$ cat config.mk
export PLATFORM = sky130hd
export DESIGN_NAME = downlink_frame_parser
export DESIGN_NICKNAME = d
export VERILOG_FILES = /design/src/rtl/downlink_frame_parser.sv
export SDC_FILE = /design/constraint.sdc
export NUM_CORES = 1
export LEC_CHECK = 0
export ABC_AREA = 1
export CORE_MARGIN = 1.5
export CORE_UTILIZATION = 40
export CTS_CLUSTER_DIAMETER = 60
export DETAILED_ROUTE_END_ITERATION = 8
export GPL_TIMING_DRIVEN = 0
export PLACE_DENSITY = 0.67
export SLEW_MARGIN = 20
export SYNTH_ARGS = -nofsm -noshare
export SYNTH_HDL_FRONTEND = slang
export SYNTH_SLANG_ARGS = --single-unit
$ cat constraint.sdc
create_clock -name clock -period 1.7 [get_ports clock]
set_input_delay 0.17 -clock clock [delete_from_list [all_inputs] [get_ports clock]]
set_output_delay 0.17 -clock clock [all_outputs]
set_load 0.01 [all_outputs]
$ cat src/rtl/downlink_frame_parser.sv
// downlink_frame_parser: finds the 11011101 preamble in the decoded bit stream and commits the 8-bit camera config that follows
module downlink_frame_parser #(
  parameter logic [7:0] PREAMBLE    = 8'b11011101,
  parameter int         GAP_TIMEOUT = 20000,
  parameter int         TIMER_WIDTH = 15
) (
  input  logic       clock,
  input  logic       reset,
  input  logic       detected,
  input  logic       downlink_bit,
  output logic       resolution,
  output logic [2:0] compression,
  output logic [2:0] repetition,
  output logic       cfg_valid,
  output logic       frame_error,
  output logic       busy
);
  typedef enum logic {HUNT, PAYLOAD} state_t;
  localparam logic [TIMER_WIDTH-1:0] TMAX = TIMER_WIDTH'(GAP_TIMEOUT);
  state_t                 state;
  logic [7:0]             sr, p;
  logic [2:0]             cnt;
  logic [TIMER_WIDTH-1:0] timer;
  logic [7:0]             sr_n, p_n;
  logic                   hit, timeout;
  always_comb begin
    sr_n    = {sr[6:0], downlink_bit};
    p_n     = {p[6:0], downlink_bit};
    hit     = sr_n == PREAMBLE;
    timeout = timer == TMAX;
  end
  assign busy = state == PAYLOAD;
  // a consumed bit always takes priority over a timeout landing in the same cycle
  always_ff @(posedge clock or negedge reset) begin
    if (!reset) begin
      state       <= HUNT;
      sr          <= 8'h00;
      p           <= 8'h00;
      cnt         <= 3'd0;
      timer       <= '0;
      resolution  <= 1'b0;
      compression <= 3'b000;
      repetition  <= 3'b000;
      cfg_valid   <= 1'b0;
      frame_error <= 1'b0;
    end else begin
      cfg_valid   <= 1'b0;
      frame_error <= 1'b0;
      if (detected) begin
        timer <= '0;
        if (state == HUNT) begin
          sr    <= hit ? 8'h00 : sr_n;
          state <= hit ? PAYLOAD : HUNT;
          cnt   <= 3'd0;
        end else begin
          p   <= p_n;
          cnt <= cnt + 3'd1;
          if (cnt == 3'd7) begin
            state <= HUNT;
            sr    <= 8'h00;
            if (!downlink_bit) begin
              resolution  <= p_n[7];
              compression <= p_n[6:4];
              repetition  <= p_n[3:1];
              cfg_valid   <= 1'b1;
            end else begin
              frame_error <= 1'b1;
            end
          end
        end
      end else if (timeout) begin
        sr <= 8'h00;
        if (state == PAYLOAD) begin
          state       <= HUNT;
          p           <= 8'h00;
          frame_error <= 1'b1;
        end
      end else begin
        timer <= timer + TIMER_WIDTH'(1);
      end
    end
  end
endmodule

* Yosys cells after proc, flatten, opt, wreduce, memory -nomap -nowiden
Index checks and enable logic that the tools add are counted.
Widths: inputs -> output; s select.
** Storage, ports and cells
- Bits in latches :: 0
- Input bits :: 4
- Word-level logic and storage cells :: 49
- Bits in writable memories :: 0
- Output and inout bits :: 10
- Memories :: 0
- Memory bits (read-only) :: 0
- Flip-flop bits (word level) :: 42
** Cells by class
- Mux-type cells :: 27
- Div/mod/pow operators :: 0
- Order comparisons :: 0
- Equal/unequal tests :: 5
- Add/subtract/negate cells :: 2
- $mul :: 0
- Reduce and logical (&&, ||, !) cells :: 4
- Bitwise gates (word level) :: 1
- Shift operators :: 0
** Operator list (count)
- $mux 7 :: 9
- $mux 15 :: 2
- $add 15x1->15 const B :: 1
- $eq 15x15->1 const B :: 1
- $mux 1 :: 15
- $eq 8x8->1 const B :: 1
- $reduce_and 2->1 :: 2
- $reduce_and 4->1 :: 1
- $add 3x1->3 const B :: 1
- $eq 3x3->1 const B :: 1
- $mux 3 :: 1
- $ne 3x2->1 const B :: 1
- $ne 2x2->1 const B :: 1
- $reduce_bool 2->1 :: 1
- $not 1->1 :: 1

* Depth between registers and ports, before layout
Gate-level depths: netlist of run 1.
- Word-level depth :: 4
- Gate-level depth with buffers :: 11
- Mapped depth without buffers :: 11

* Least setup slack after synthesis of run 1
Ideal clock, no wire load.
- Kind :: reg2reg
- From :: register cnt[0]
- To :: register compression[0]
- Clock period less this slack :: 1339 ps
- Slack :: 361 ps
- Path buffers :: 0
- Required time :: 1583 ps
- Stages on the path, launching flop included :: 8
- Library setup time :: 117 ps
- Arrival time :: 1223 ps
- Cells stage by stage :: dfrtp_1 ha_1 ha_1 inv_1 nor3_4 inv_1 nand2_1 nand2_1
** On the way
- Longest elaborated chain between the ends :: 2
** Ends and longest elaborated chain
- from (decl) :: line 22 : logic [2:0] cnt;
- from (signal assigned) :: line 57 : cnt <= cnt + 3'd1;
- $eq 3x3->1 :: line 58 : if (cnt == 3'd7) begin
- $reduce_and 4->1 (no source line)
- to (signal assigned) :: line 63 : compression <= p_n[6:4];
- to (decl) :: line 12 : output logic [2:0] compression,
No other way between the ends.
A chain may end at the register's enable or synchronous reset.

* Worst setup path in the final report of run 1
- From :: register state, in the netlist busy
- To :: output busy
** RTL lines
- from (decl) :: line 20 : state_t state;
- from (signal assigned) :: line 53 : state <= hit ? PAYLOAD : HUNT;
- to (decl) :: line 16 : output logic busy
No word-level cell between the ends.

==> impl_metrics.env, run 1 <==
export IMPL_cp_num_buf_inv=1
export IMPL_slowest_delay_ns=0.59
export IMPL_clock_fmax_ghz=0.6485
export IMPL_status="finished, final reports clean"
export IMPL_synth_largest_area_cell="dfrtp_1"
export IMPL_setup_violations=0
export IMPL_dp_hpwl_um=2557
export IMPL_hold_ws_ns=0.3230
export IMPL_n_fill_cell=451
export IMPL_netlist_instances=248
export IMPL_r2r_slack_ns=0.17
export IMPL_rows=25
export IMPL_p_per_area_nw_per_um2=961.6
export IMPL_maxCapViolCount=0
export IMPL_slew_viol_final=0
export IMPL_worst_r2r_path_depth=8
export IMPL_period_needed_ns=1.542
export IMPL_drt_iter0_drc=105
export IMPL_cts_sinks=42
export IMPL_layout_commonest_cell="nand2_1"
export IMPL_crit_arrival_ns=1.37
export IMPL_synth_compound_area_share_pct=4.756
export IMPL_fp_dieW_um=72.77
export IMPL_mostFrequentLayoutCells="100 x nand2_1, 42 x dfrtp_1, 32 x nor2_1"
export IMPL_wl_per_cell_um=10.68
export IMPL_route_antenna_remaining_nets=0
export IMPL_drive_gt1_share_pct=7.326
export IMPL_grt_pass1_vias=1372
export IMPL_areaGrowthSynthToFinish_pct=17.99
export IMPL_path_cells="clkdlybuf4s50_1"
export IMPL_synth_mux_area_share_pct=0
export IMPL_cp_top_family="buffers and inverters"
export IMPL_slew_limit_headroom_pct=71.90
export IMPL_skew_ns=0.008580
export IMPL_grt_max_degree=29
export IMPL_fin_cells=327
export IMPL_port_buffers=13
export IMPL_crit_type="reg -> out"
export IMPL_numPlacedInstances=316
export IMPL_drt_pass1_iterations=4
export IMPL_clock_path_buffers=2
export IMPL_combPwrFrac_pct=10.0
export IMPL_p_leak_uw=0.001152
export IMPL_fp_dieH_um=72.77
export IMPL_cts_clk_slew_worst_paths_ns=0.08
export IMPL_peakVddDrop_uv=402.0
export IMPL_diodes=0
export IMPL_start_kind="flip-flop"
export IMPL_synthesis_nets=256
export IMPL_min_path_type="in -> async"
export IMPL_worstPathRequired_ns=1.53
export IMPL_cts_tree="built"
export IMPL_place_area_um2=2160
export IMPL_synth_seq_area_share_pct=53.98
export IMPL_synth_adder_area_share_pct=2.571
export IMPL_yosys_top_cells_area="dfrtp_1 54%, nand2_1 19%, nor2_1 6.2%, inv_1 3.9%, nand3_1 3.3%"
export IMPL_mappedNetlistArea_um2=1947
export IMPL_power_total_uw=2209
export IMPL_worstMarginPinSlew_ns=0.4199
export IMPL_pwr_share_clk_pct=34.9
export IMPL_globalRouteTotalUtil_pct=14.96
export IMPL_intPower_uw=1647
export IMPL_path_max_fanout=9
export IMPL_swShare_pct=25.45
export IMPL_grt_pass1_wl_um=6210
export IMPL_dieArea_um2=5295
export IMPL_slowest_stage="clkdlybuf4s50_1"
export IMPL_insertion_delay_ns=0.29
export IMPL_ys_ff_latch=42
export IMPL_coreArea_um2=4692
export IMPL_wl_um=3493
export IMPL_cts_root_buf="clkbuf_8"
export IMPL_p_switching_uw=562.1
export IMPL_start_util_pct=41.49
export IMPL_worstReg2RegStart="timer[0]$_DFFE_PN0P_"
export IMPL_ios=14
export IMPL_antenna_found_initial=0
export IMPL_seq_power_share_pct=55.1
export IMPL_cts_buffers_inserted=5
export IMPL_period_share_pct=90.71
export IMPL_worstReg2RegEnd="timer[14]$_DFFE_PN0P_"
export IMPL_num_vias=1561
export IMPL_final_net_count=280
export IMPL_synthDominantCellAreaShare_pct=53.98
export IMPL_overflow=0
export IMPL_stdcell_area_um2=2297
export IMPL_hold_viol_final=0
export IMPL_synth_xor_area_share_pct=0
export IMPL_syn_area_per_cell_um2=7.850
export IMPL_gp_congestion=0.8136
export IMPL_synth_top_family_by_area="simple AND/OR/NAND/NOR gates"
export IMPL_rsz0062_at_grt="no"
export IMPL_yosys_warnings=0
export IMPL_ys_types=18
export IMPL_synth_simple_area_share_pct=33.93
export IMPL_crit_path_end_kind="output port"
export IMPL_drc_errors=0
export IMPL_htreeDepth=2
export IMPL_via_per_inst=4.774
-- worst max path at each step --
stage / to / slack [ns] / cells after the start / startpoint
after global routing: timer[14]$_DFFE_PN0P_ / 0.02 / 8 / timer[0]$_DFFE_PN0P_
after detailed placement: repetition[0]$_DFFE_PN0P_ / -0.18 / 6 / detected
after CTS: repetition[0]$_DFFE_PN0P_ / 0.03 / 7 / cnt[0]$_DFFE_PN0P_
final: busy / 0.16 / 1 / busy$_DFFE_PN0P_
after floorplan: compression[0]$_DFFE_PN0P_ / 0.36 / 7 / cnt[0]$_DFFE_PN0P_
after global placement: sr[1]$_DFFE_PN0P_ / -0.65 / 1 / reset
-- final cells by class --
| type | count | area (um2) | share of cell area (%) |
|---|---|---|---|
| buffer | 2 | 10.01 | 0.4357 |
| clock buffer | 6 | 72.57 | 3.159 |
| clock inverter | 2 | 37.54 | 1.634 |
| inverter | 22 | 82.58 | 3.595 |
| multi-input combinational | 182 | 805.8 | 35.08 |
| sequential | 42 | 1051 | 45.75 |
| tap | 54 | 67.56 | 2.941 |
| timing repair buffer | 17 | 170.2 | 7.407 |
-- power groups by stage --
stage,sequential (uW),combinational (uW),clock [uW]
after floorplan,1220,146,0
after CTS,1220,226,796
after global placement,1230,210,0
after detailed placement,1240,224,0
final,1220,221,772
after global routing,1230,256,841
-- Yosys cell counts --
cell and instances:
or2_2 1, nand2_1 101, nand3_1 13, nor2_1 32
inv_2 1, a22o_1 2, ha_1 4, dfrtp_1 42
nor3_1 7, nand2_2 2, clkinv_1 1, buf_2 2
inv_1 20, nor3_4 1, o21ai_0 9, nand4_1 3
and3_2 1, a21oi_1 6
-- metrics by stage --
step	utilization [%]	setup WS (ns)	TNS, ns
3_3_place_gp	45.71	-0.6498	-28.45
6_report	48.96	0.1579	0
3_5_place_dp	46.03	-0.1784	-1.479
4_1_cts	48.59	0.02917	0
5_1_grt	48.96	0.01682	0
2_1_floorplan	-	0.3606	0
-- cells by family after synthesis --
kind of cell | Yosys count
AND/OR/NAND/NOR | 161
adder cells (fa/ha/maj) | 4
buffers and inverters | 24
flip-flops | 42
AO/OA/AOI/OAI | 17
-- sequential cells by signal (all words and copies together) (netlist names) --
register,flops
p,7
busy,1
resolution,1
timer,15
repetition,3
compression,3
cnt,3
frame_error,1
cfg_valid,1
sr,7
-- layer usage --
metal / GRT usage, % / up-vias / part of all wire, %
li1: - / 830 / -
met3: 2.901 / 5 / 2.2
met1: 20.19 / 710 / 51
met5: 0 / - / 0
met4: 5.870 / 0 / 1.5
met2: 23.75 / 16 / 45
-- timing repair --
item,CTS,global route
setup buffers,0,2
gates resized for setup,0,1
endpoints found under the setup margin,0,15
hold buffers,1,0
endpoints found under the hold margin,14,0
Note: power is estimated with default switching activity, not from simulation.
==> inputs of run 2 (changes only) <==
HOLD_SLACK_MARGIN = 0.15   (was unset)
==> results of run 2 <==
Final layout, timing and power as in run 1 (identical DEF).
